<file path="src/rtl/calc_pkg.sv">
// Shared opcode and FSM encodings for the calculator's core sequencing controllers.
package calc_pkg;

  localparam logic [1:0] OP_MUL = 2'b00;
  localparam logic [1:0] OP_DIV = 2'b01;

  typedef enum logic [2:0] {
    S_IDLE   = 3'd0,
    S_LAUNCH = 3'd1,
    S_WAIT   = 3'd2,
    S_DRAIN  = 3'd3,
    S_ERR    = 3'd4,
    S_RESP   = 3'd5
  } state_e;

  function automatic logic op_legal(input logic [1:0] op);
    return (op == OP_MUL) || (op == OP_DIV);
  endfunction

endpackage

</file>
<file path="src/rtl/op_watchdog.sv">
// Loadable saturating cycle counter; expired holds once LIMIT is reached.
module op_watchdog #(
  parameter int LIMIT = 1023
) (
  input  logic                         clk,
  input  logic                         rst,
  input  logic                         clr,
  input  logic                         en,
  input  logic                         load,
  input  logic [$clog2(LIMIT+1)-1:0]   load_val,
  output logic                         expired
);

  localparam int CW = $clog2(LIMIT + 1);
  localparam logic [CW-1:0] LIM = CW'(LIMIT);

  logic [CW-1:0] cnt;

  always_ff @(posedge clk) begin
    if (rst || clr)               cnt <= '0;
    else if (load)                cnt <= load_val;
    else if (en && (cnt != LIM))  cnt <= cnt + 1'b1;
  end

  assign expired = (cnt >= LIM);

endmodule

</file>
<file path="src/rtl/calc_op_dispatcher.sv">
// Serialises processor commands onto the shared multiplier/divider cores and
// returns one response per command, with error and hung-core protection.
module calc_op_dispatcher
  import calc_pkg::*;
#(
  parameter int WIDTH       = 16,
  parameter int TIMEOUT_CYC = 1023
) (
  input  logic                 clk,
  input  logic                 rst,
  input  logic                 cmd_valid,
  output logic                 cmd_ready,
  input  logic [1:0]           cmd_op,
  input  logic [WIDTH-1:0]     cmd_a,
  input  logic [WIDTH-1:0]     cmd_b,
  output logic                 rsp_valid,
  input  logic                 rsp_ready,
  output logic [2*WIDTH-1:0]   rsp_data,
  output logic                 rsp_err,
  output logic                 mul_init,
  output logic [WIDTH-1:0]     mul_a,
  output logic [WIDTH-1:0]     mul_b,
  input  logic                 mul_done,
  input  logic [2*WIDTH-1:0]   mul_result,
  output logic                 div_init,
  output logic [WIDTH-1:0]     div_a,
  output logic [WIDTH-1:0]     div_b,
  input  logic                 div_done,
  input  logic [WIDTH-1:0]     div_quot,
  input  logic [WIDTH-1:0]     div_rem
);

  state_e     state, state_nx;
  logic [1:0] op_q;
  logic       acc, bad_cmd, sel_done, wd_clr, wd_en, wd_exp;

  // A still-stretched DONE from either core means it is not back at start yet.
  assign cmd_ready = !rst && (state == S_IDLE) && !rsp_valid && !mul_done && !div_done;
  assign acc       = cmd_valid && cmd_ready;
  assign bad_cmd   = !op_legal(cmd_op) || ((cmd_op == OP_DIV) && (cmd_b == '0));
  assign sel_done  = (op_q == OP_DIV) ? div_done : mul_done;

  assign rsp_valid = (state == S_RESP);
  assign mul_init  = (state == S_LAUNCH) && (op_q == OP_MUL);
  assign div_init  = (state == S_LAUNCH) && (op_q == OP_DIV);

  assign wd_clr = acc || (rsp_valid && rsp_ready);
  assign wd_en  = (state == S_WAIT) || (state == S_DRAIN);

  op_watchdog #(.LIMIT(TIMEOUT_CYC)) u_wd (
    .clk      (clk),
    .rst      (rst),
    .clr      (wd_clr),
    .en       (wd_en),
    .load     (1'b0),
    .load_val ('0),
    .expired  (wd_exp)
  );

  always_comb begin
    state_nx = state;
    case (state)
      S_IDLE:   if (acc) state_nx = bad_cmd ? S_ERR : S_LAUNCH;
      S_LAUNCH: state_nx = S_WAIT;
      S_WAIT:   if (sel_done) state_nx = S_DRAIN;
                else if (wd_exp) state_nx = S_RESP;
      S_DRAIN:  if (!sel_done || wd_exp) state_nx = S_RESP;
      S_ERR:    state_nx = S_RESP;
      S_RESP:   if (rsp_ready) state_nx = S_IDLE;
      default:  state_nx = S_IDLE;
    endcase
  end

  always_ff @(posedge clk) begin
    if (rst) begin
      state    <= S_IDLE;
      op_q     <= '0;
      mul_a    <= '0;
      mul_b    <= '0;
      div_a    <= '0;
      div_b    <= '0;
      rsp_data <= '0;
      rsp_err  <= 1'b0;
    end else begin
      state <= state_nx;
      if (acc) begin
        op_q <= cmd_op;
        if (cmd_op == OP_MUL) begin
          mul_a <= cmd_a;
          mul_b <= cmd_b;
        end
        if (cmd_op == OP_DIV) begin
          div_a <= cmd_a;
          div_b <= cmd_b;
        end
      end
      case (state)
        S_WAIT: begin
          if (sel_done) begin
            rsp_data <= (op_q == OP_MUL) ? mul_result : {div_rem, div_quot};
            rsp_err  <= 1'b0;
          end else if (wd_exp) begin
            rsp_data <= '0;
            rsp_err  <= 1'b1;
          end
        end
        // A core stuck with DONE high keeps its result but is flagged.
        S_DRAIN: if (sel_done && wd_exp) rsp_err <= 1'b1;
        S_ERR: begin
          rsp_data <= '0;
          rsp_err  <= 1'b1;
        end
        default: ;
      endcase
    end
  end

endmodule

</file>
<file path="config.mk">
export PLATFORM = sky130hd
export DESIGN_NAME = calc_op_dispatcher
export DESIGN_NICKNAME = d
export VERILOG_FILES = /design/src/rtl/calc_pkg.sv /design/src/rtl/op_watchdog.sv /design/src/rtl/calc_op_dispatcher.sv
export SDC_FILE = /design/constraint.sdc
export NUM_CORES = 1
export LEC_CHECK = 0
export ABC_AREA = 1
export BUFFER_PORTS_ARGS = -buffer_cell sky130_fd_sc_hd__clkbuf_2
export CORE_UTILIZATION = 46
export CTS_BUF_LIST = sky130_fd_sc_hd__clkbuf_4 sky130_fd_sc_hd__clkbuf_8
export DETAILED_ROUTE_END_ITERATION = 16
export GPL_TIMING_DRIVEN = 0
export PLACE_DENSITY_LB_ADDON = 0.12
export REMOVE_ABC_BUFFERS = 1
export SLEW_MARGIN = 20
export SYNTH_ARGS = -nofsm -noshare
export SYNTH_HDL_FRONTEND = slang
export SYNTH_HIERARCHICAL = 1
export SYNTH_SLANG_ARGS = --single-unit
export TNS_END_PERCENT = 50
</file>
<file path="constraint.sdc">
create_clock -name clk -period 1.6 [get_ports clk]
set_input_delay 0.08 -clock clk [delete_from_list [all_inputs] [get_ports clk]]
set_output_delay 0.08 -clock clk [all_outputs]
set_load 0.02 [all_outputs]
</file>
==> flow_metrics.tcl, run 1 <==
set metrics [dict create \
    ir_drop_uv 881 \
    finalWorstSetupSlack_ns -0.00762 \
    regArea_um2 2260 \
    timing.rr.end "mul_a[5]" \
    drtPass1Iterations 5 \
    hp-class "in2reg" \
    cap_violations 0 \
    port-buffer-count 204 \
    r2r_setup_slack_ns -0.008 \
    start_util_pct 47.5 \
    syn_to_final_growth_pct 43.2 \
    syn-cell-area_um2 5200 \
    ctsHtreeMaxLevel 3 \
    synth-seq-area-share_pct 43.1 \
    grt_max_degree 72 \
    p_int_w 0.00499 \
    place_congestion 0.880 \
    arrival_ns 1.88 \
    status "complete, but fails checks" \
    relSlewSlack_pct 31.1 \
    routed_wl_um 16700 \
    yosys_warnings 6 \
    synth.avg_cell_area_um2 6.96 \
    max_freq_ghz 0.622 \
    dpl_cell_area_um2 6220 \
    synthDistinctLibCells 34 \
    p_clk_share_pct 19.3 \
    diodes 0 \
    viasPerCell 5.21 \
    vias 5933 \
    pwr-share-seq_pct 42.1 \
    tightest_slew_ns 1.03 \
    worstSetupPathType "reg2reg" \
    nets 1098 \
    coreArea_um2 10900 \
    min_to "rsp_data[15]" \
    cts_num_sinks 112 \
    cts_tree "done" \
    antenna_left 0 \
    drive_above_1_share_pct 32.9 \
    root_buffer "clkbuf_8" \
    p_leak_nw 3.31 \
    maxSlewViolCount 0 \
    clkTransAtPathRegs_ns 0.11 \
    reg2reg_from "state[0]" \
    multi_input_area_um2 2920 \
    cts_buffers 9 \
    grt_pass1_wl_um 25500 \
    setup_viol 4 \
    fillers 948 \
    drt_iter0_markers 451 \
    worst_setup_path_end_kind "register" \
    final_util_pct 68.1 \
    num_io_pins 205 \
    finalHoldViolCount 0 \
    finalCriticalPeriod_ns 1.61 \
    p_comb_share_pct 38.6 \
    finalInstanceArea_um2 7440 \
    num_rows 38 \
    p_sw_w 0.00330 \
    grt_pass1_vias 5413 \
    grt-ovfl-total 0 \
    clk_latency_ns 0.39 \
    violations "negative setup slack" \
    clockBufferDepth 2 \
    cp-start-kind "register" \
    dieWidth_um 108 \
    die_area_um2 11700 \
    powerDensity_nw_per_um2 1110 \
    fin_skew_ns 0.0108 \
    antenna_found_initial 0 \
    period_share_pct 100 \
    worst_hold_path.num_cells 5 \
    hpwl_um 10000 \
    rsz0062_at_grt "true" \
    crit_fanout 8 \
    postSynthCellCount 747 \
    reg2reg_depth 10 \
    drc 0 \
    hp-start "mul_result[15]" \
    switching_share_pct 39.8 \
    grtUsageTotal_pct 27.7 \
    required_ns 1.87 \
    synth_seq_cells 112 \
    die_h_um 108 \
    wl_per_cell_um 14.6 \
]
==> cell usage after synthesis (all sizes together) <==
| master | number | area share (%) |
|---|---|---|
| nand3b | 1 | 0.14 |
| buf | 24 | 3.4 |
| o21bai | 2 | 0.29 |
| xor2 | 1 | 0.17 |
| nand4 | 2 | 0.24 |
| a211oi | 2 | 0.29 |
| clkbuf | 26 | 1.9 |
| nand3 | 78 | 7.6 |
| dfxtp | 112 | 43 |
| ha | 1 | 0.24 |
| nand2 | 167 | 13 |
| inv | 32 | 2.4 |
| o21a | 2 | 0.29 |
| clkinv | 2 | 0.24 |
| xnor2 | 1 | 0.17 |
| nor3 | 5 | 0.79 |
| conb | 1 | 0.072 |
| nor2 | 101 | 7.8 |
| a21oi | 110 | 11 |
| o21ai | 77 | 7.5 |
==> flip-flops by register name (all words and copies together), names as in the netlist <==
name and count:
u_wd/cnt 10, op_q 2, rsp_data 32, state 3, div_a 16, mul_b 16, rsp_err 1, div_b 16
mul_a 16
==> kinds of logic (layout without fill, tap and decap cells) <==
| logic type | Yosys count | after routing | synth area share, % |
|---|---|---|---|
| AND/OR/NAND/NOR | 354 | 359 | 29.3 |
| AO/OA/AOI/OAI | 193 | 193 | 19.0 |
| flip-flops | 112 | 112 | 43.1 |
| XOR/XNOR | 2 | 2 | 0.337 |
| other | 1 | 15 | 0.0722 |
| buffers and inverters | 84 | 316 | 7.92 |
| adder cells (fa/ha/maj) | 1 | 1 | 0.241 |
==> area by class of cell <==
| cell class | count | area share [%] |
|---|---|---|
| Multi-Input combinational cell | 570 | 39.3 |
| Tap cell | 140 | 2.35 |
| Clock buffer | 10 | 1.85 |
| Timing Repair Buffer | 266 | 23.1 |
| Sequential cell | 112 | 30.4 |
| Clock inverter | 6 | 0.572 |
| Inverter | 34 | 2.44 |
==> layer usage <==
layer | up-vias | track usage (%) | wire length [um]
li1 | 2958 | - | -
met1 | 2726 | 32.9 | 6670
met2 | 222 | 48.5 | 8420
met3 | 27 | 7.84 | 1290
met4 | 0 | 8.20 | 292
met5 | - | 0 | 0
==> critical path, stage by stage, from the launching register on <==
cell	delay, ns
dfxtp_4	0.38
inv_4	0.07
nand2_4	0.05
nor3_4	0.16
nand2_4	0.11
buf_6	0.14
nor2_8	0.14
buf_12	0.16
nand2_8	0.09
nand2_2	0.12
a21oi_1	0.06
==> cells in the final DEF (no fill, tap or decap), types with 6 or more instances in the layout <==
cell type        n
clkbuf_2       202
nand2_1        137
a21oi_1        105
dfxtp_1        105
nor2_1          94
nand3_1         73
o21ai_0         51
dlygate4sd3_1   32
inv_1           22
o21ai_1         22
nand2_2         20
buf_4           16
conb_1          15
clkbuf_8        11
nand2_4          8
nand2_8          6
buf_6            6
==> repair_timing <==
item                                    in CTS  in global routing
endpoints found under the setup margin     114                106
hold endpoints to repair                    64                  0
cloned                                       3                  4
resized for setup                           47                 67
setup buffers                               16                 10
hold buffers                                32                  0
pin swaps                                   10                 21
==> stage by stage <==
| stage | hold slack (ns) | total power [W] | setup slack, ns | instances | setup TNS (ns) |
|---|---|---|---|---|---|
| CTS | 0.0240 | 0.00811 | -0.0200 | 1124 | -0.140 |
| detailed placement | 0.356 | 0.00614 | -1.30 | 1057 | -125.61 |
| global placement | 0.348 | 0.00606 | -2.67 | 1055 | -193.86 |
| global route | 0.0327 | 0.00882 | -0.0870 | 1138 | -4.98 |
| finish | 0.0441 | 0.00829 | -0.00762 | 1138 | -0.0104 |
| floorplan | 0.149 | 0.00519 | -0.874 | 711 | -50.46 |
==> worst max path at each step <==
stage | start | to | cells after the start
detailed placement | op_q[0] | rsp_data[7] | 8
global placement | cmd_op[0] | div_a[15] | 6
CTS | op_q[1] | rsp_data[10] | 10
global route | state[0] | mul_a[15] | 10
floorplan | cmd_op[0] | div_a[0] | 5
finish | state[0] | mul_a[5] | 10
==> power groups by stage <==
| stage | registers, W | clock network [W] | logic [W] |
|---|---|---|---|
| finish | 0.00349 | 0.00160 | 0.00320 |
| global route | 0.00354 | 0.00175 | 0.00353 |
| CTS | 0.00346 | 0.00165 | 0.00300 |
| detailed placement | 0.00354 | 0 | 0.00261 |
| global placement | 0.00353 | 0 | 0.00254 |
| floorplan | 0.00394 | 0 | 0.00125 |
(Power assumes the default switching activity.)
==> run 2: changes to the inputs <==
--- a/config.mk
+++ b/config.mk
@@ -11,7 +11,7 @@
 export CTS_BUF_LIST = sky130_fd_sc_hd__clkbuf_4 sky130_fd_sc_hd__clkbuf_8
 export DETAILED_ROUTE_END_ITERATION = 16
 export GPL_TIMING_DRIVEN = 0
-export PLACE_DENSITY_LB_ADDON = 0.12
+export PLACE_DENSITY = 0.9
 export REMOVE_ABC_BUFFERS = 1
 export SLEW_MARGIN = 20
 export SYNTH_ARGS = -nofsm -noshare
==> flow_metrics.tcl, run 2 (synthesized netlist as in run 1, its figures left out) <==
set metrics [dict create \
    status "complete, but fails checks" \
    violations "negative setup slack" \
    antenna_found_initial 0 \
    drive_above_1_share_pct 38.8 \
    layout_common_cells "202 x clkbuf_2, 134 x nand2_1, 102 x dfxtp_1" \
    hp-class "in2reg" \
    fin_skew_ns 0.00727 \
    cp_slowest_cell "dfxtp_2" \
    place_congestion 0.874 \
    die_area_um2 11700 \
    final_util_pct 72.3 \
    routed_wl_um 21500 \
    grt_pass1_wl_um 27400 \
    die_h_um 108 \
    crit_chain "inv_4, nand2_4, nor3_4, nand2_4, nor2_8, buf_6, nand3_1, a21oi_1" \
    rsz0062_at_grt "true" \
    grt_max_degree 72 \
    relSlewSlack_pct 25.4 \
    start_util_pct 47.5 \
    grt_pass1_vias 5471 \
    hp-start "mul_result[22]" \
    arrival_ns 2.04 \
    worst_hold_path.num_cells 5 \
    reg2reg_depth 8 \
    drt_iter0_markers 639 \
    root_buffer "clkbuf_8" \
    maxSlewViolCount 0 \
    path_delay_family "simple AND/OR/NAND/NOR gates" \
    tightest_slew_ns 1.12 \
    final_common_cell "clkbuf_2" \
    coreArea_um2 10900 \
    clockBufferDepth 2 \
    p_clk_share_pct 18.3 \
    worst_path_most_repeated_cell "nand2_4" \
    diodes 0 \
    crit_fanout 8 \
    reg2reg_from "state[1]" \
    p_int_w 0.00533 \
    cp-start-kind "register" \
    p_leak_nw 3.43 \
    max_stage_delay_ns 0.35 \
    dieWidth_um 108 \
    cp_num_buf_inv 2 \
    wl_per_cell_um 18.6 \
    finalHoldViolCount 0 \
    clkTransAtPathRegs_ns 0.10 \
    p_sw_w 0.00380 \
    cts_num_sinks 112 \
    nets 1115 \
    viasPerCell 5.72 \
    antenna_left 0 \
    hpwl_um 9990 \
    cts_tree "done" \
    regMostFlops "rsp_data" \
    worst_setup_path_end_kind "register" \
    syn_to_final_growth_pct 52.1 \
    setup_viol 73 \
    period_share_pct 109 \
    ir_drop_uv 881 \
    timing.rr.end "mul_a[7]" \
    required_ns 1.90 \
    num_rows 38 \
    finalCriticalPeriod_ns 1.74 \
    min_to "rsp_data[22]" \
    worstSetupPathType "reg2reg" \
    port-buffer-count 204 \
    vias 6605 \
    cts_buffers 9 \
    grt-ovfl-total 0 \
    r2r_setup_slack_ns -0.14 \
    ctsHtreeMaxLevel 3 \
    finalWorstSetupSlack_ns -0.141 \
    grtUsageTotal_pct 30.5 \
    switching_share_pct 41.6 \
    drc 0 \
    clk_latency_ns 0.39 \
    max_freq_ghz 0.574 \
    largest_reg_flops 32 \
    cap_violations 0 \
    dpl_worst_slack_ns -1.42 \
    num_io_pins 205 \
    drtPass1Iterations 6 \
    powerDensity_nw_per_um2 1160 \
    pwr-share-seq_pct 39.0 \
    p_comb_share_pct 42.7 \
]
==> run 2: cell count changes in the layout (fill, tap and decap cells not counted), sizes merged <==
cell      before  now
buf           29   39
nand2        171  174
clkinvlp       1    3
inv           32   36
clkinv         7    5
==> run 2: worst min-delay path, delay by kind of cell <==
| family | cells | cell delay, ns |
|---|---|---|
| buf+inv | 1 | 0.08 |
| compound gates | 1 | 0.06 |
| simple gates | 3 | 0.18 |
==> run 2: final cells by class <==
cell class              instances  area [um2]
repair buffers                275        1820
well taps                     140         175
clock inverters                 5        40.0
clock buffers                  11         151
flip-flops and latches        112        2270
multi-input cells             573        3210
fillers                       770        3030
inverters                      34         186
repair inverters                5        51.3
==> run 2: worst max-delay path by stage <==
| stage | start | to | cells past startpoint |
|---|---|---|---|
| 2_1_floorplan | cmd_op[0] | div_a[0] | 5 |
| 3_3_place_gp | cmd_op[0] | div_b[6] | 6 |
| 3_5_place_dp | op_q[0] | rsp_data[20] | 7 |
| 4_1_cts | state[2] | rsp_data[3] | 6 |
| 5_1_grt | state[1] | mul_a[11] | 9 |
| 6_report | state[1] | mul_a[7] | 8 |
==> run 2: layer usage <==
metal	up-vias	track usage, %	routed length, um	share of wire (%)
li1	2995	-	-	-
met1	2971	35.3	7810	36
met2	530	52.9	10200	48
met3	109	6.51	2300	11
met4	0	15.4	1160	5.4
met5	-	0	0	0
==> run 2: repair_timing <==
action,CTS,global route
endpoints found under the hold margin,62,0
hold buffers,32,0
setup endpoints to repair,113,112
setup buffers,18,18
pin swaps,8,42
cloned,4,12
gates resized for setup,41,147
==> run 2: metrics by stage <==
stage / cell area, um2 / instances / setup TNS, ns / total power (W) / hold slack [ns]
2_1_floorplan: 4970 / 711 / -50.46 / 0.00519 / 0.149
3_3_place_gp: 6170 / 1055 / -190.04 / 0.00605 / 0.351
3_5_place_dp: 6220 / 1057 / -123.45 / 0.00613 / 0.358
4_1_cts: 7150 / 1127 / -1.82 / 0.00815 / 0.0314
5_1_grt: 7900 / 1155 / -9.14 / 0.00960 / 0.0462
6_report: 7900 / 1155 / -4.50 / 0.00913 / 0.0438
==> run 2: power groups by stage <==
| stage | registers, W | clock network [W] | logic, W |
|---|---|---|---|
| detailed placement | 0.00354 | 0 | 0.00259 |
| global route | 0.00361 | 0.00181 | 0.00417 |
| CTS | 0.00345 | 0.00169 | 0.00301 |
| global placement | 0.00352 | 0 | 0.00253 |
| floorplan | 0.00394 | 0 | 0.00125 |
| finish | 0.00356 | 0.00167 | 0.00390 |
==> run 3: changes to the inputs <==
--- a/config.mk
+++ b/config.mk
@@ -7,7 +7,9 @@
 export LEC_CHECK = 0
 export ABC_AREA = 1
 export BUFFER_PORTS_ARGS = -buffer_cell sky130_fd_sc_hd__clkbuf_2
-export CORE_UTILIZATION = 46
+export CELL_PAD_IN_SITES_DETAIL_PLACEMENT = 1
+export CELL_PAD_IN_SITES_GLOBAL_PLACEMENT = 2
+export CORE_UTILIZATION = 24
 export CTS_BUF_LIST = sky130_fd_sc_hd__clkbuf_4 sky130_fd_sc_hd__clkbuf_8
 export DETAILED_ROUTE_END_ITERATION = 16
 export GPL_TIMING_DRIVEN = 0
==> flow_metrics.tcl, run 3 (synthesized netlist as in run 1, its figures left out) <==
set metrics [dict create \
    status "complete, but fails checks" \
    violations "negative setup slack" \
    antenna_left 0 \
    drc 0 \
    powerDensity_nw_per_um2 1130 \
    viasPerCell 4.81 \
    layout_common_cells "201 x clkbuf_2, 135 x nand2_1, 103 x dfxtp_1" \
    cts_buffers 9 \
    required_ns 1.93 \
    syn_to_final_growth_pct 57.3 \
    relSlewSlack_pct 51.6 \
    nets 1120 \
    regMostFlops "rsp_data" \
    place_congestion 0.761 \
    diodes 0 \
    ir_drop_uv 439 \
    finalInstanceArea_um2 8170 \
    cp_num_buf_inv 3 \
    worst_path_most_repeated_cell "nand2_4" \
    root_buffer "clkbuf_8" \
    port-buffer-count 204 \
    path_delay_family "simple AND/OR/NAND/NOR gates" \
    tightest_slew_ns 0.726 \
    grtUsageTotal_pct 19.4 \
    finalCriticalPeriod_ns 1.68 \
    cp.depth 9 \
    wl_per_cell_um 17.9 \
    die_area_um2 22200 \
    die_h_um 149 \
    grt_pass1_wl_um 33500 \
    vias 6225 \
    cp_slowest_cell "dfxtp_2" \
    ctsHtreeMaxLevel 3 \
    dpl_cell_area_um2 6420 \
    clockBufferDepth 2 \
    dieWidth_um 149 \
    crit_chain "inv_2, nand2_4, nor3_4, nand2_4, buf_12, nor2_4, clkbuf_16, nand3_4, a21oi_2" \
    antenna_found_initial 0 \
    grt_max_degree 37 \
    clk_latency_ns 0.39 \
    reg2reg_depth 9 \
    drive_above_1_share_pct 38.4 \
    grt-ovfl-total 0 \
    cap_violations 0 \
    regArea_um2 2260 \
    period_share_pct 105 \
    hp-class "in2reg" \
    max_stage_delay_ns 0.34 \
    final_common_cell "clkbuf_2" \
    finalHoldViolCount 0 \
    drt_iter0_markers 167 \
    max_freq_ghz 0.594 \
    routed_wl_um 23100 \
    p_leak_nw 3.49 \
    setup_tns_ns -0.526 \
    largest_reg_flops 32 \
    num_io_pins 205 \
    num_rows 53 \
    drtPass1Iterations 4 \
    cts_num_sinks 112 \
    coreArea_um2 21200 \
    crit_fanout 6 \
    multi_input_area_um2 3210 \
    arrival_ns 2.01 \
    clkTransAtPathRegs_ns 0.11 \
    grt_pass1_vias 6026 \
    finalWorstSetupSlack_ns -0.0827 \
    worst_hold_path.num_cells 5 \
    maxSlewViolCount 0 \
    fin_skew_ns 0.0122 \
    cts_tree "done" \
    worstSetupPathType "reg2reg" \
    cp-start-kind "register" \
    worst_setup_path_end_kind "register" \
    setup_viol 18 \
    rsz0062_at_grt "true" \
    hpwl_um 12900 \
    start_util_pct 24.6 \
    fillers 2669 \
    final_util_pct 38.6 \
]
[run 3: final timing paths]
kind | start | end | slack, ns
setup / recovery | state[0] | mul_a[11] | -0.08
hold / removal | mul_result[31] | rsp_data[31] | 0.04
setup reg to reg | state[0] | mul_a[11] | -0.08
hold reg to reg | rsp_err | rsp_err | 0.45
[run 3: cell type report]
| type | instances | share of cell area, % |
|---|---|---|
| clock buffer | 12 | 2.02 |
| clock inverter | 4 | 0.628 |
| inverter | 34 | 2.37 |
| multi-input combinational | 575 | 39.3 |
| sequential | 112 | 27.7 |
| tap | 275 | 4.21 |
| timing repair buffer | 282 | 23.6 |
| timing repair inverter | 1 | 0.199 |
[run 3: metal layers]
metal	vias to the layer above	share of wire [%]	global-route usage, %
met5	-	0	0
met4	0	1.5	4.95
met3	25	6.5	4.86
met2	212	50	34.5
met1	2979	42	23.1
li1	3009	-	-
[run 3: worst reg2reg max path, cell delays in order (launching register included)]
cell and delay (ns):
dfxtp_2 0.34, inv_2 0.07, nand2_4 0.07, nor3_4 0.21
nand2_4 0.14, buf_12 0.16, nor2_4 0.19, clkbuf_16 0.22
nand3_4 0.07, a21oi_2 0.15
[run 3: timing repair]
item | CTS | global route
setup endpoints to repair | 108 | 108
pin swaps | 12 | 41
buffers inserted | 21 | 20
endpoints found under the hold margin | 64 | 0
gates cloned | 7 | 7
resized for setup | 61 | 117
hold buffers | 32 | 0
[run 3: where the power goes]
part | switching (W) | internal (W)
registers | 0.000322 | 0.00322
clock network | 0.00105 | 0.000856
logic | 0.00239 | 0.00142
total | 0.00377 | 0.00549
[run 3: stage by stage]
stage                     setup slack, ns  hold WS, ns  cells  total power [W]
after floorplan                    -0.874        0.149    711          0.00519
after global placement              -3.16        0.355   1190          0.00619
after detailed placement            -1.29        0.361   1192          0.00625
after CTS                         -0.0230       0.0107   1268          0.00875
after global routing               -0.156       0.0446   1295          0.00979
final                             -0.0827       0.0369   1295          0.00926
